==> src/rtl/fsmc_cmd_sched_if.sv <==
// rtl/fsmc_cmd_sched_if.sv - single-beat FSMC command stream into the scheduler
interface fsmc_cmd_sched_if;
    logic [25:0] s_axis_cmd_addr;
    logic [15:0] s_axis_cmd_wdata;
    logic [1:0]  s_axis_cmd_mask;
    logic        s_axis_cmd_is_rd;
    logic        s_axis_cmd_valid;
    logic        s_axis_cmd_ready;

    modport master (
        output s_axis_cmd_addr, s_axis_cmd_wdata, s_axis_cmd_mask,
        output s_axis_cmd_is_rd, s_axis_cmd_valid,
        input  s_axis_cmd_ready
    );

    modport slave (
        input  s_axis_cmd_addr, s_axis_cmd_wdata, s_axis_cmd_mask,
        input  s_axis_cmd_is_rd, s_axis_cmd_valid,
        output s_axis_cmd_ready
    );
endinterface

==> src/rtl/fsmc_cmd_sched.sv <==
// rtl/fsmc_cmd_sched.sv - in-order FSMC command scheduler with read-data buffering
module fsmc_cmd_sched #(
    parameter real simulation_delay = 0.0,
    parameter int  CMD_FIFO_DEPTH   = 4,
    parameter int  RD_FIFO_DEPTH    = 4
) (
    input  logic                  clk,
    input  logic                  rst_n,
    fsmc_cmd_sched_if.slave       cmd,
    output logic                  ctrler_start,
    input  logic                  ctrler_idle,
    input  logic                  ctrler_done,
    output logic [25:0]           trans_addr,
    output logic [15:0]           wdata,
    output logic [1:0]            data_mask,
    output logic                  is_rd,
    input  logic [15:0]           ctrl_rd_data,
    input  logic                  ctrl_rd_valid,
    output logic [15:0]           m_axis_rd_data,
    output logic                  m_axis_rd_valid,
    input  logic                  m_axis_rd_ready,
    output logic                  sched_busy,
    output logic                  rd_ovf
);
    localparam int CAW = $clog2(CMD_FIFO_DEPTH);
    localparam int CW  = 26 + 16 + 2 + 1;
    localparam int RIW = (RD_FIFO_DEPTH > 1) ? $clog2(RD_FIFO_DEPTH) : 1;
    localparam int RCW = $clog2(RD_FIFO_DEPTH + 1);

    typedef enum logic [1:0] {ST_IDLE, ST_ISSUE, ST_WAIT} state_t;

    if (simulation_delay < 0.0) begin : g_bad_delay
        $error("simulation_delay must be non-negative");
    end
    if (CMD_FIFO_DEPTH < 2 || (CMD_FIFO_DEPTH & (CMD_FIFO_DEPTH - 1)) != 0) begin : g_bad_cmd_depth
        $error("CMD_FIFO_DEPTH must be a power of 2 and >= 2");
    end
    if (RD_FIFO_DEPTH < 1 || (RD_FIFO_DEPTH & (RD_FIFO_DEPTH - 1)) != 0) begin : g_bad_rd_depth
        $error("RD_FIFO_DEPTH must be a power of 2 and >= 1");
    end

    logic [CW-1:0]  r_cmd_mem [CMD_FIFO_DEPTH];
    logic [CAW:0]   r_cmd_wptr;
    logic [CAW:0]   r_cmd_rptr;
    logic [CW-1:0]  w_cmd_head;
    logic           w_cmd_empty;
    logic           w_cmd_full;
    logic           w_cmd_push;
    logic           w_cmd_pop;

    logic [15:0]    r_rd_mem [RD_FIFO_DEPTH];
    logic [RIW-1:0] r_rd_wptr;
    logic [RIW-1:0] r_rd_rptr;
    logic [RCW-1:0] r_rd_cnt;
    logic           r_rd_pend;
    logic           r_rd_ovf;
    logic           w_rd_full;
    logic           w_rd_empty;
    logic           w_rd_push;
    logic           w_rd_pop;
    logic [RCW:0]   w_rd_used;

    state_t         r_state;
    logic           w_eligible;

    function automatic logic [RIW-1:0] rd_inc(input logic [RIW-1:0] p);
        return (p == RIW'(RD_FIFO_DEPTH - 1)) ? '0 : p + RIW'(1);
    endfunction

    assign w_cmd_empty = (r_cmd_wptr == r_cmd_rptr);
    assign w_cmd_full  = (r_cmd_wptr[CAW] != r_cmd_rptr[CAW]) &&
                         (r_cmd_wptr[CAW-1:0] == r_cmd_rptr[CAW-1:0]);
    assign w_cmd_push  = cmd.s_axis_cmd_valid & ~w_cmd_full;
    assign w_cmd_pop   = (r_state == ST_ISSUE) & ctrler_idle & ~w_cmd_empty;
    assign w_cmd_head  = r_cmd_mem[r_cmd_rptr[CAW-1:0]];

    assign cmd.s_axis_cmd_ready = ~w_cmd_full;
    assign {trans_addr, wdata, data_mask, is_rd} = w_cmd_head;

    // A read in flight still owns a slot until its data pulse lands, so a
    // data pulse coincident with done can never overrun the read FIFO.
    assign w_rd_used  = {1'b0, r_rd_cnt} + {{RCW{1'b0}}, r_rd_pend};
    assign w_eligible = ~w_cmd_empty &
                        (~w_cmd_head[0] | (w_rd_used < (RCW+1)'(RD_FIFO_DEPTH)));

    assign w_rd_full   = (r_rd_cnt == RCW'(RD_FIFO_DEPTH));
    assign w_rd_empty  = (r_rd_cnt == '0);
    assign w_rd_push   = ctrl_rd_valid & ~w_rd_full;
    assign w_rd_pop    = ~w_rd_empty & m_axis_rd_ready;

    assign m_axis_rd_data  = r_rd_mem[r_rd_rptr];
    assign m_axis_rd_valid = ~w_rd_empty;
    assign rd_ovf          = r_rd_ovf;
    assign ctrler_start    = (r_state == ST_ISSUE);
    assign sched_busy      = ~((r_state == ST_IDLE) & w_cmd_empty);

    always_ff @(posedge clk) begin
        if (w_cmd_push) begin
            r_cmd_mem[r_cmd_wptr[CAW-1:0]] <= {cmd.s_axis_cmd_addr, cmd.s_axis_cmd_wdata,
                                               cmd.s_axis_cmd_mask, cmd.s_axis_cmd_is_rd};
        end
        if (w_rd_push) begin
            r_rd_mem[r_rd_wptr] <= ctrl_rd_data;
        end
    end

    always_ff @(posedge clk) begin
        if (!rst_n) begin
            r_cmd_wptr <= '0;
            r_cmd_rptr <= '0;
        end else begin
            if (w_cmd_push) r_cmd_wptr <= r_cmd_wptr + (CAW+1)'(1);
            if (w_cmd_pop)  r_cmd_rptr <= r_cmd_rptr + (CAW+1)'(1);
        end
    end

    always_ff @(posedge clk) begin
        if (!rst_n) begin
            r_rd_wptr <= '0;
            r_rd_rptr <= '0;
            r_rd_cnt  <= '0;
            r_rd_ovf  <= 1'b0;
            r_rd_pend <= 1'b0;
        end else begin
            if (w_rd_push) r_rd_wptr <= rd_inc(r_rd_wptr);
            if (w_rd_pop)  r_rd_rptr <= rd_inc(r_rd_rptr);
            if (w_rd_push && !w_rd_pop)      r_rd_cnt <= r_rd_cnt + RCW'(1);
            else if (!w_rd_push && w_rd_pop) r_rd_cnt <= r_rd_cnt - RCW'(1);
            if (ctrl_rd_valid && w_rd_full)  r_rd_ovf <= 1'b1;
            if (w_cmd_pop && w_cmd_head[0])  r_rd_pend <= 1'b1;
            else if (ctrl_rd_valid)          r_rd_pend <= 1'b0;
        end
    end

    always_ff @(posedge clk) begin
        if (!rst_n) begin
            r_state <= ST_IDLE;
        end else begin
            unique case (r_state)
                ST_IDLE:  if (w_eligible) r_state <= ST_ISSUE;
                ST_ISSUE: if (ctrler_idle) r_state <= ST_WAIT;
                ST_WAIT:  if (ctrler_done) r_state <= w_eligible ? ST_ISSUE : ST_IDLE;
                default:  r_state <= ST_IDLE;
            endcase
        end
    end
endmodule
==> src/flat_wrapper.sv <==
// flat-port wrapper written by rule: the top's interface ports become plain ports
module fsmc_cmd_sched_flat 
#(
    parameter real simulation_delay = 0.0,
    parameter int  CMD_FIFO_DEPTH   = 4,
    parameter int  RD_FIFO_DEPTH    = 4
)
  (clk, rst_n, ctrler_start, ctrler_idle, ctrler_done, trans_addr, wdata, data_mask, is_rd, ctrl_rd_data, ctrl_rd_valid, m_axis_rd_data, m_axis_rd_valid, m_axis_rd_ready, sched_busy, rd_ovf, cmd_s_axis_cmd_addr, cmd_s_axis_cmd_wdata, cmd_s_axis_cmd_mask, cmd_s_axis_cmd_is_rd, cmd_s_axis_cmd_valid, cmd_s_axis_cmd_ready);
  fsmc_cmd_sched_if cmd_i ();
  input  logic clk;
  input  logic rst_n;
  output logic ctrler_start;
  input  logic ctrler_idle;
  input  logic ctrler_done;
  output logic [25:0] trans_addr;
  output logic [15:0] wdata;
  output logic [1:0] data_mask;
  output logic is_rd;
  input  logic [15:0] ctrl_rd_data;
  input  logic ctrl_rd_valid;
  output logic [15:0] m_axis_rd_data;
  output logic m_axis_rd_valid;
  input  logic m_axis_rd_ready;
  output logic sched_busy;
  output logic rd_ovf;
  input wire logic [$bits(cmd_i.s_axis_cmd_addr)-1:0] cmd_s_axis_cmd_addr;
  input wire logic [$bits(cmd_i.s_axis_cmd_wdata)-1:0] cmd_s_axis_cmd_wdata;
  input wire logic [$bits(cmd_i.s_axis_cmd_mask)-1:0] cmd_s_axis_cmd_mask;
  input wire logic [$bits(cmd_i.s_axis_cmd_is_rd)-1:0] cmd_s_axis_cmd_is_rd;
  input wire logic [$bits(cmd_i.s_axis_cmd_valid)-1:0] cmd_s_axis_cmd_valid;
  output wire logic [$bits(cmd_i.s_axis_cmd_ready)-1:0] cmd_s_axis_cmd_ready;
  assign cmd_i.s_axis_cmd_addr = cmd_s_axis_cmd_addr;
  assign cmd_i.s_axis_cmd_wdata = cmd_s_axis_cmd_wdata;
  assign cmd_i.s_axis_cmd_mask = cmd_s_axis_cmd_mask;
  assign cmd_i.s_axis_cmd_is_rd = cmd_s_axis_cmd_is_rd;
  assign cmd_i.s_axis_cmd_valid = cmd_s_axis_cmd_valid;
  assign cmd_s_axis_cmd_ready = cmd_i.s_axis_cmd_ready;
  fsmc_cmd_sched #(.simulation_delay(simulation_delay), .CMD_FIFO_DEPTH(CMD_FIFO_DEPTH), .RD_FIFO_DEPTH(RD_FIFO_DEPTH)) u_core (.clk(clk), .rst_n(rst_n), .cmd(cmd_i), .ctrler_start(ctrler_start), .ctrler_idle(ctrler_idle), .ctrler_done(ctrler_done), .trans_addr(trans_addr), .wdata(wdata), .data_mask(data_mask), .is_rd(is_rd), .ctrl_rd_data(ctrl_rd_data), .ctrl_rd_valid(ctrl_rd_valid), .m_axis_rd_data(m_axis_rd_data), .m_axis_rd_valid(m_axis_rd_valid), .m_axis_rd_ready(m_axis_rd_ready), .sched_busy(sched_busy), .rd_ovf(rd_ovf));
endmodule
==> config.mk <==
export PLATFORM = sky130hd
export DESIGN_NAME = fsmc_cmd_sched_flat
export DESIGN_NICKNAME = d
export VERILOG_FILES = /design/src/rtl/fsmc_cmd_sched_if.sv /design/src/rtl/fsmc_cmd_sched.sv /design/src/flat_wrapper.sv
export SDC_FILE = /design/constraint.sdc
export NUM_CORES = 1
export LEC_CHECK = 0
export ABC_AREA = 0
export ABC_CLOCK_PERIOD_IN_PS = 3350
export CAP_MARGIN = 20
export CORE_MARGIN = 8
export CORE_UTILIZATION = 30
export CTS_CLUSTER_DIAMETER = 80
export DETAILED_ROUTE_END_ITERATION = 12
export GPL_TIMING_DRIVEN = 0
export MAX_ROUTING_LAYER = met4
export REMOVE_ABC_BUFFERS = 1
export SYNTH_ARGS = -nofsm -noshare
export SYNTH_HDL_FRONTEND = slang
export SYNTH_SLANG_ARGS = --single-unit
==> constraint.sdc <==
create_clock -name clk -period 3.35 [get_ports clk]
set_clock_uncertainty 0.05 [all_clocks]
set_input_delay 0.5025 -clock clk [delete_from_list [all_inputs] [get_ports clk]]
set_output_delay 0.5025 -clock clk [all_outputs]
set_load 0.01 [all_outputs]
==> results.yml <==
worst_setup_path:
  worstPathRequired_ns: 2.80
  path_class: "flip-flop to output port"
  crit_path_end_kind: "output port"
  cp-start-kind: "flip-flop"
  cp_max_fo: 24
  crit_arrival_ns: 2.57
clock_tree:
  htree_num_levels: 1
  cts_setup_buffers: 0
  cts.sinks: 265
  cts_resized: 1
  cts_hold_buf: 0
  clockBufferDepth: 3
  numCtsBuffers: 29
  clockRootBuffer: "clkbuf_16"
  path_clk_slew_ns: 0.06
  clock_latency_ns: 0.52
  cts_tree: "built"
synth:
  synth-simple-area-share_pct: 2.55
  ys_seq_elements: 265
  yosys_most_used_dff: "edfxtp_1"
  synthAdderAreaFrac_pct: 1.59
  syn-cell-area_um2: 9920
  synth_compound_gate_area_share_pct: 1.32
  seq_area_frac_synth_pct: 78.1
  synth_cells: 445
  synth_xor_area_share_pct: 0.707
  yosys_warnings: 0
  syn_area_per_cell_um2: 22.3
  async_reset_ff_share_pct: 0
  synth-edff-count: 244
  synthMuxAreaShare_pct: 14.6
  synth_cell_type_count: 37
  synth_top_family_by_area: "multiplexers"
finish:
  fin_nets: 679
  final_util_pct: 39.5
  area_delta_synth_final_pct: 29.5
  nFillCells: 2942
  final_cell_mix: "edfxtp_1, clkdlybuf4s50_1, mux4_2"
  final_common_cell: "edfxtp_1"
  drive_above_1_share_pct: 19.0
  finalNonFillerCells: 1064
  postLayoutCellArea_um2: 12800
sta:
  rsz0062_at_grt: "no"
  setup_ws_ns: 0.229
  tightest_slew_ns: 0.863
  setup_viol: 0
  fin_crit_ns: 3.12
  tns_ns: 0
  fmaxAchievable_mhz: 320
  slew_viol_final: 0
  final.period_utilization_pct: 93.2
  fin_hold_ws_ns: 0.441
  finalHoldViolCount: 0
  slew_headroom_pct: 42.5
global_route:
  grt_max_degree: 26
  grt_pass1_vias: 5361
  top_usage_layer: "met2"
  use_met3_pct: 3.40
  overflow: 0
  grt_use_met1_pct: 11.6
  grt_pass1_wl_um: 30500
  grtUsageTotal_pct: 10.3
  antenna_found_initial: 1
  grt_use_met2_pct: 17.3
floorplan:
  initial_core_util_pct: 30.5
  coreArea_um2: 32500
  io_pins: 134
  core.rowCount: 66
  die-width_um: 198
  die_h_um: 198
  die-area_um2: 39100
routing:
  wl_per_cell_um: 18.7
  via_per_inst: 4.55
  drt-pass1-iter-count: 4
  drc: 0
  vias: 4842
  antenna_left: 0
  drt_iter0_drc: 236
  drt-total-wl_um: 19900
place:
  placed_cell_area_um2: 11900
  gp_congestion: 0.752
  dp_cells: 1010
  io_buffer_count: 133
  post-place-ws_ns: 0.481
  hpwl_um: 13400
run:
  maxCapViolCount: 0
outcome:
  status: "completed"
pwr:
  power.leakage_nw: 4.12
  powerDensity_nw_per_um2: 640
  peakVddDrop_mv: 0.410
  p_int_mw: 6.42
  switchingPower_mw: 1.81
  comb_power_share_pct: 12.9
  p_sw_share_pct: 22.0
  pwr-share-clk_pct: 38.7
  seq_power_share_pct: 48.4
  p_total_mw: 8.22
worst_hold_path:
  hold_class: "flip-flop to flip-flop"
registers in the layout (all words and copies together), names as in the netlist, named ones only:
register / count
u_core.r_rd_mem: 64
u_core.r_cmd_rptr: 3
u_core.r_rd_wptr: 2
u_core.r_cmd_wptr: 3
u_core.r_rd_pend: 1
u_core.r_rd_rptr: 2
u_core.rd_ovf: 1
u_core.r_rd_cnt: 3
u_core.r_cmd_mem: 180
u_core.r_state: 2
cells by family after synthesis:
| logic type | count (synthesis) |
|---|---|
| xor gates and xnor gates | 8 |
| muxes | 68 |
| AOI/OAI and AO/OA | 20 |
| adders and majority gates | 12 |
| DFF | 265 |
| buffers and inverters | 26 |
| and+or+nand+nor | 46 |
Yosys cell counts, types with 3 or more instances:
cell      number  area share (%)
xnor2_1        3            0.26
xor2_1         5            0.44
mux2i_1        7            0.71
o21ai_0        4            0.20
inv_1         10            0.38
nand3_1        3            0.15
mux4_2        61              14
dfxtp_1       21             4.2
ha_1          11             1.4
nor2_1         7            0.26
buf_2          7            0.35
a21oi_1        5            0.25
or3_1          5            0.32
o211ai_1       3            0.23
clkbuf_1       7            0.26
and2_1         4            0.25
nand2_1       10            0.38
and3_1         5            0.32
edfxtp_1     244              74
cell type report:
type	count	area, µm²	area share, %
diodes	1	2.50	0.0195
clock buffers	41	837	6.52
clock inverters	12	139	1.08
inverters	10	37.5	0.292
multi-input cells	154	2060	16.0
flip-flops and latches	265	7750	60.4
well taps	442	553	4.31
repair buffers	139	1460	11.4
critical path: stages, from the launching register on:
cell             delay [ns]
dfxtp_4                0.65
buf_16                 0.27
mux4_2                 0.52
clkdlybuf4s50_1        0.56
power by group through the flow:
stage / combinational (mW) / sequential, mW / clock (mW)
3_3_place_gp: 1.03 / 4.06 / 0
6_report: 1.06 / 3.98 / 3.18
2_1_floorplan: 0.517 / 4.02 / 0
3_5_place_dp: 1.08 / 4.05 / 0
4_1_cts: 1.08 / 3.99 / 3.27
5_1_grt: 1.15 / 4.01 / 3.38
layer usage:
layer	up-vias	routed length [µm]
met4	0	550
met3	35	1450
li1	2159	-
met2	134	10000
met1	2514	7940
met5	-	0
worst paths after layout:
kind | startpoint | endpoint | slack (ns) | cells after the start
max | flip-flop | data_mask[1] | 0.23 | 3
min | u_core.r_rd_pend | u_core.r_rd_pend | 0.44 | 1
max reg2reg | u_core.r_cmd_wptr[0] | u_core.r_cmd_mem[1][35] | 0.90 | 4
min reg2reg | u_core.r_rd_pend | u_core.r_rd_pend | 0.44 | 1
Note: power is estimated with default switching activity, not from simulation.
==> edit 1: new RTL, same flow settings <==
`CMD_FIFO_DEPTH` is set to 4 in 2 places; all go to 2.
--- a/src/rtl/fsmc_cmd_sched.sv
+++ b/src/rtl/fsmc_cmd_sched.sv
@@ -1,7 +1,7 @@
 // rtl/fsmc_cmd_sched.sv - in-order FSMC command scheduler with read-data buffering
 module fsmc_cmd_sched #(
     parameter real simulation_delay = 0.0,
-    parameter int  CMD_FIFO_DEPTH   = 4,
+    parameter int  CMD_FIFO_DEPTH   = 2,
     parameter int  RD_FIFO_DEPTH    = 4
 ) (
     input  logic                  clk,
--- a/src/flat_wrapper.sv
+++ b/src/flat_wrapper.sv
@@ -2,7 +2,7 @@
 module fsmc_cmd_sched_flat 
 #(
     parameter real simulation_delay = 0.0,
-    parameter int  CMD_FIFO_DEPTH   = 4,
+    parameter int  CMD_FIFO_DEPTH   = 2,
     parameter int  RD_FIFO_DEPTH    = 4
 )
   (clk, rst_n, ctrler_start, ctrler_idle, ctrler_done, trans_addr, wdata, data_mask, is_rd, ctrl_rd_data, ctrl_rd_valid, m_axis_rd_data, m_axis_rd_valid, m_axis_rd_ready, sched_busy, rd_ovf, cmd_s_axis_cmd_addr, cmd_s_axis_cmd_wdata, cmd_s_axis_cmd_mask, cmd_s_axis_cmd_is_rd, cmd_s_axis_cmd_valid, cmd_s_axis_cmd_ready);
Behaviour: not the same (Yosys sat finds a counterexample within 4 cycles, from zero or initial values and one cycle with rst_n low).
==> edit 1 against the unedited design <==
Cell area fell by 31%. Worst setup slack improved by 280 ps. Clock power fell by 39%. Total power fell by 31%. Sequential cell count fell by 93. Wire length fell by 34%. Synthesized area fell by 35%. Non-clock buffer count fell by 1. Critical path type unchanged. Largest power group unchanged. Highest routed layer unchanged.
==> edit 1: results (changes against the unedited design) <==
met3_length_um: 582  # was 1450 um
wl_per_cell_um: 17.4  # was 18.7 um
r2r-start: "u_core.r_cmd_wptr[0]"  # unchanged
synth_enable_flop_cells: 154  # was 244
grt.total_usage_pct: 10.5  # was 10.3%
dr.first_iter.drc_count: 125  # was 236
vias_per_cell: 4.43  # was 4.55
largest_reg_flops: 90  # was 180
h-tree-depth: 4  # was 1
holdWs_ps: 450  # was 441 ps
finalWeightedCongestion: 0.673  # was 0.752
reg2reg_slack_ps: 1090  # was 900 ps
reg2reg_to: "u_core.r_cmd_mem[0][2]"  # was u_core.r_cmd_mem[1][35]
avgSynthCellArea_um2: 20.0  # was 22.3 um2
drive_above_1_share_pct: 22.8  # was 19.0%
grt_max_degree: 35  # was 26
ys_types: 38  # was 37
worst_pin_slew_ps: 859  # was 863 ps
grt_first_pass_wirelength_um: 20600  # was 30500 um
cts_resized: 0  # was 1
synth_area_leaders: "edfxtp_1, mux2_2, dfxtp_1, mux4_2, ha_1"  # was edfxtp_1, mux4_2, dfxtp_1, ha_1, mux2i_1
worstHoldPathType: "reg2reg"  # unchanged
place_hpwl_um: 9200  # was 13400 um
hold_path_startpoint: "u_core.rd_ovf"  # was u_core.r_rd_pend
status: "completed"  # unchanged
clockBufferDepth: 2  # was 3
cts_made_buffers: 17  # was 29
met2_length_um: 7150  # was 10000 um
holdPathEnd: "u_core.rd_ovf"  # was u_core.r_rd_pend
peakVddDrop_uv: 320  # was 410 uV
wl_met1_um: 5380  # was 7940 um
hold_path_depth: 2  # was 1
clock_latency_ps: 420  # was 520 ps
fin_nets: 545  # was 679
seq_area_frac_synth_pct: 76.9  # was 78.1%
grt_pass1_vias: 3735  # was 5361
path_max_fanout: 12  # was 24
dp.cells: 726  # was 1010
layoutNonFillerInstCount: 759  # was 1064
cp.arrival_ps: 2280  # was 2570 ps
## edit 1: area by class of cell
| cell class | count | area share (%) |
|---|---|---|
| antenna | 1 | 0.0283 |
| clock buffer | 17 | 4.81 |
| clock inverter | 15 | 1.84 |
| inverter | 6 | 0.255 |
| multi-input combinational | 135 | 16.2 |
| sequential | 172 | 56.4 |
| tap | 275 | 3.89 |
| timing repair buffer | 138 | 16.5 |
## edit 1: where the power goes
part           internal [mW]  total [mW]  switching [mW]
clock network           1.11        1.95           0.836
logic                  0.615        1.06           0.443
registers               2.55        2.65           0.105
## edit 1: critical path, stage by stage, from the launching register on
cell	delay, ps
dfxtp_1	610
buf_16	220
mux4_2	530
clkdlybuf4s50_1	510
## edit 1: through the flow
step | TNS (ps) | power [mW] | instance area (um2) | worst slack, ps
floorplan | 0 | 3.18 | 6420 | 2.14
CTS | 0 | 5.75 | 8840 | 439
finish | 0 | 5.66 | 8840 | 513
global placement | -156500 | 3.70 | 8100 | -1830
global route | 0 | 5.91 | 8840 | 395
detailed placement | 0 | 3.78 | 8250 | 680
## edit 1: logic make-up after synthesis
| logic type | count (synthesis) | share of synthesized area (%) |
|---|---|---|
| and+or+nand+nor | 38 | 3.32 |
| xor gates and xnor gates | 5 | 0.791 |
| buffers and inverters | 17 | 1.27 |
| adders and majority gates | 7 | 1.47 |
| AOI/OAI and AO/OA | 17 | 1.81 |
| DFF | 172 | 76.9 |
| muxes | 68 | 14.5 |
## edit 1: how the worst max path moves through the flow
stage	startpoint	to	slack (ps)	depth (start not counted)
floorplan	cmd_s_axis_cmd_valid	u_core.r_cmd_mem[1][0]	2	2
global placement	cmd_s_axis_cmd_valid	u_core.r_cmd_wptr[1]	-1830	4
detailed placement	ctrl_rd_valid	u_core.r_rd_cnt[2]	680	9
CTS	flop	m_axis_rd_data[14]	440	3
global route	flop	m_axis_rd_data[14]	400	3
finish	flop	m_axis_rd_data[14]	510	3
## edit 1: layer usage
layer / up-vias / GRT usage (%)
met1: 1703 / 11.4
li1: 1580 / -
met3: 7 / 3.35
met2: 71 / 18.2
met4: 0 / 3.38
met5: - / -
==> edit 2: new RTL, same flow settings <==
Without the edit above. Re-encode `state_t` (3 states) as one-hot, 3 bits wide.
--- a/src/rtl/fsmc_cmd_sched.sv
+++ b/src/rtl/fsmc_cmd_sched.sv
@@ -27,7 +27,7 @@
     localparam int RIW = (RD_FIFO_DEPTH > 1) ? $clog2(RD_FIFO_DEPTH) : 1;
     localparam int RCW = $clog2(RD_FIFO_DEPTH + 1);
 
-    typedef enum logic [1:0] {ST_IDLE, ST_ISSUE, ST_WAIT} state_t;
+    typedef enum logic [2:0] {ST_IDLE = 3'b001, ST_ISSUE = 3'b010, ST_WAIT = 3'b100} state_t;
 
     if (simulation_delay < 0.0) begin : g_bad_delay
         $error("simulation_delay must be non-negative");
Check against the original RTL: no difference found for any inputs over 4 cycles, from zero or initial values and one cycle with rst_n low; so few cycles prove little.
==> edit 2 against the unedited design <==
Total power decreased by 4.2%. Critical endpoint is now wdata[5]. Worst setup slack about the same. Critical path type unchanged. Largest power group unchanged. Register-to-register slack got worse by 110 ps. Wire length increased by 0.45%. Largest cell class unchanged. Fmax about the same. Die area decreased by 0.16%. Synthesized cell count decreased by 1.3%. Sequential cell count increased by 1. Global-route usage increased by 0.12 points. Combinational power decreased by 6%. Cell area decreased by 0.94%. Synthesized area decreased by 0.18%.
==> edit 2: results (changes against the unedited design) <==
clockBufferDepth: 3  # unchanged
cts_resized: 1  # unchanged
nFillCells: 2957  # was 2942
cts_made_buffers: 28  # was 29
grt_first_pass_wirelength_um: 30600  # was 30500 um
place_hpwl_um: 12900  # was 13400 um
path_max_fanout: 26  # was 24
fin_nets: 673  # was 679
avgSynthCellArea_um2: 22.6  # was 22.3 um2
met2_length_um: 10200  # was 10000 um
finalWeightedCongestion: 0.763  # was 0.752
wl_met1_um: 8160  # was 7940 um
p_leak_nw: 4.02  # was 4.12 nW
worst_pin_slew_ps: 879  # was 863 ps
critPathSlowestCell: "dfxtp_4"  # unchanged
synth_common_cells: "edfxtp_1, mux4_2, dfxtp_1"  # unchanged
layoutNonFillerInstCount: 1058  # was 1064
grt_max_degree: 27  # was 26
r2r-start: "u_core.r_rd_cnt[0]"  # was u_core.r_cmd_wptr[0]
dr.first_iter.drc_count: 195  # was 236
seq_area_frac_synth_pct: 78.5  # was 78.1%
peakVddDrop_uv: 395  # was 410 uV
ys_types: 38  # was 37
internal-power_mw: 6.10  # was 6.42 mW
hold_path_startpoint: "u_core.rd_ovf"  # was u_core.r_rd_pend
drive_above_1_share_pct: 19.2  # was 19.0%
cts_setup_buffers: 0  # unchanged
grt.total_usage_pct: 10.4  # was 10.3%
grt_pass1_vias: 5315  # was 5361
vias_per_cell: 4.46  # was 4.55
met3_length_um: 1140  # was 1450 um
critPathTopFamily: "buffers and inverters"  # unchanged
status: "completed"  # unchanged
clock_latency_ps: 530
dp.cells: 1005  # was 1010
wirelength_um: 20000  # was 19900 um
synth_area_leaders: "edfxtp_1, mux4_2, dfxtp_1, ha_1, nor2_1"  # was edfxtp_1, mux4_2, dfxtp_1, ha_1, mux2i_1
edit 2: worst paths after layout:
path / end / slack (ps) / cells after the start
max reg2reg: u_core.r_rd_cnt[2] / 790 / 8
min reg2reg: u_core.rd_ovf / 430 / 2
max: wdata[5] / 230 / 3
min: u_core.rd_ovf / 430 / 2
edit 2: cells by family (layout without fill, tap and decap cells):
logic type      Yosys count  after routing  synth area share [%]
flops                   266            266                  78.5
mux                      66             66                  14.4
simple gates             42             42                  2.20
buf+inv                  24            200                  1.07
compound gates           21             21                  1.58
fa+ha+maj                12             12                  1.59
xor+xnor                  8              8                 0.708
other cells               0              1                     0
edit 2: power by group through the flow:
| stage | sequential, mW | combinational, mW | clock (mW) |
|---|---|---|---|
| 2_1_floorplan | 4.04 | 0.493 | 0 |
| 3_3_place_gp | 4.07 | 0.973 | 0 |
| 3_5_place_dp | 4.08 | 1.02 | 0 |
| 4_1_cts | 4.01 | 1.02 | 2.97 |
| 5_1_grt | 4.03 | 1.08 | 3.08 |
| 6_report | 4.00 | 0.998 | 2.88 |
edit 2: layer usage:
metal / GRT usage (%) / vias up
met1: 11.7 / 2424
met4: 3.04 / 0
met2: 18.3 / 125
met5: - / -
met3: 2.64 / 38
li1: - / 2132
edit 2: cell type report:
class,instances,area (um2),share of cell area (%)
Timing Repair Buffer,139,1460,11.5
Sequential cell,266,7770,61.1
Clock inverter,23,164,1.29
Clock buffer,29,704,5.54
Antenna cell,1,2.50,0.0197
Tap cell,442,553,4.35
Multi-Input combinational cell,149,2030,16.0
Inverter,9,33.8,0.266
edit 2: worst min-delay path, cell delays in order (launching register included):
cell and delay, ps:
dfxtp_1 320, a31oi_1 40, nor2_1 80
edit 2: metrics by stage:
step / cell area [um2] / util, % / setup WS (ps) / power (mW) / setup TNS, ps
after floorplan: 9830 / - / -99.6 / 4.53 / -113
after global placement: 11700 / 36.0 / -1350 / 5.04 / -167630
after detailed placement: 11800 / 36.4 / 284 / 5.10 / 0
after CTS: 12700 / 39.1 / 123 / 8.00 / 0
after global routing: 12700 / 39.1 / 68.7 / 8.19 / 0
final: 12700 / 39.1 / 229 / 7.88 / 0
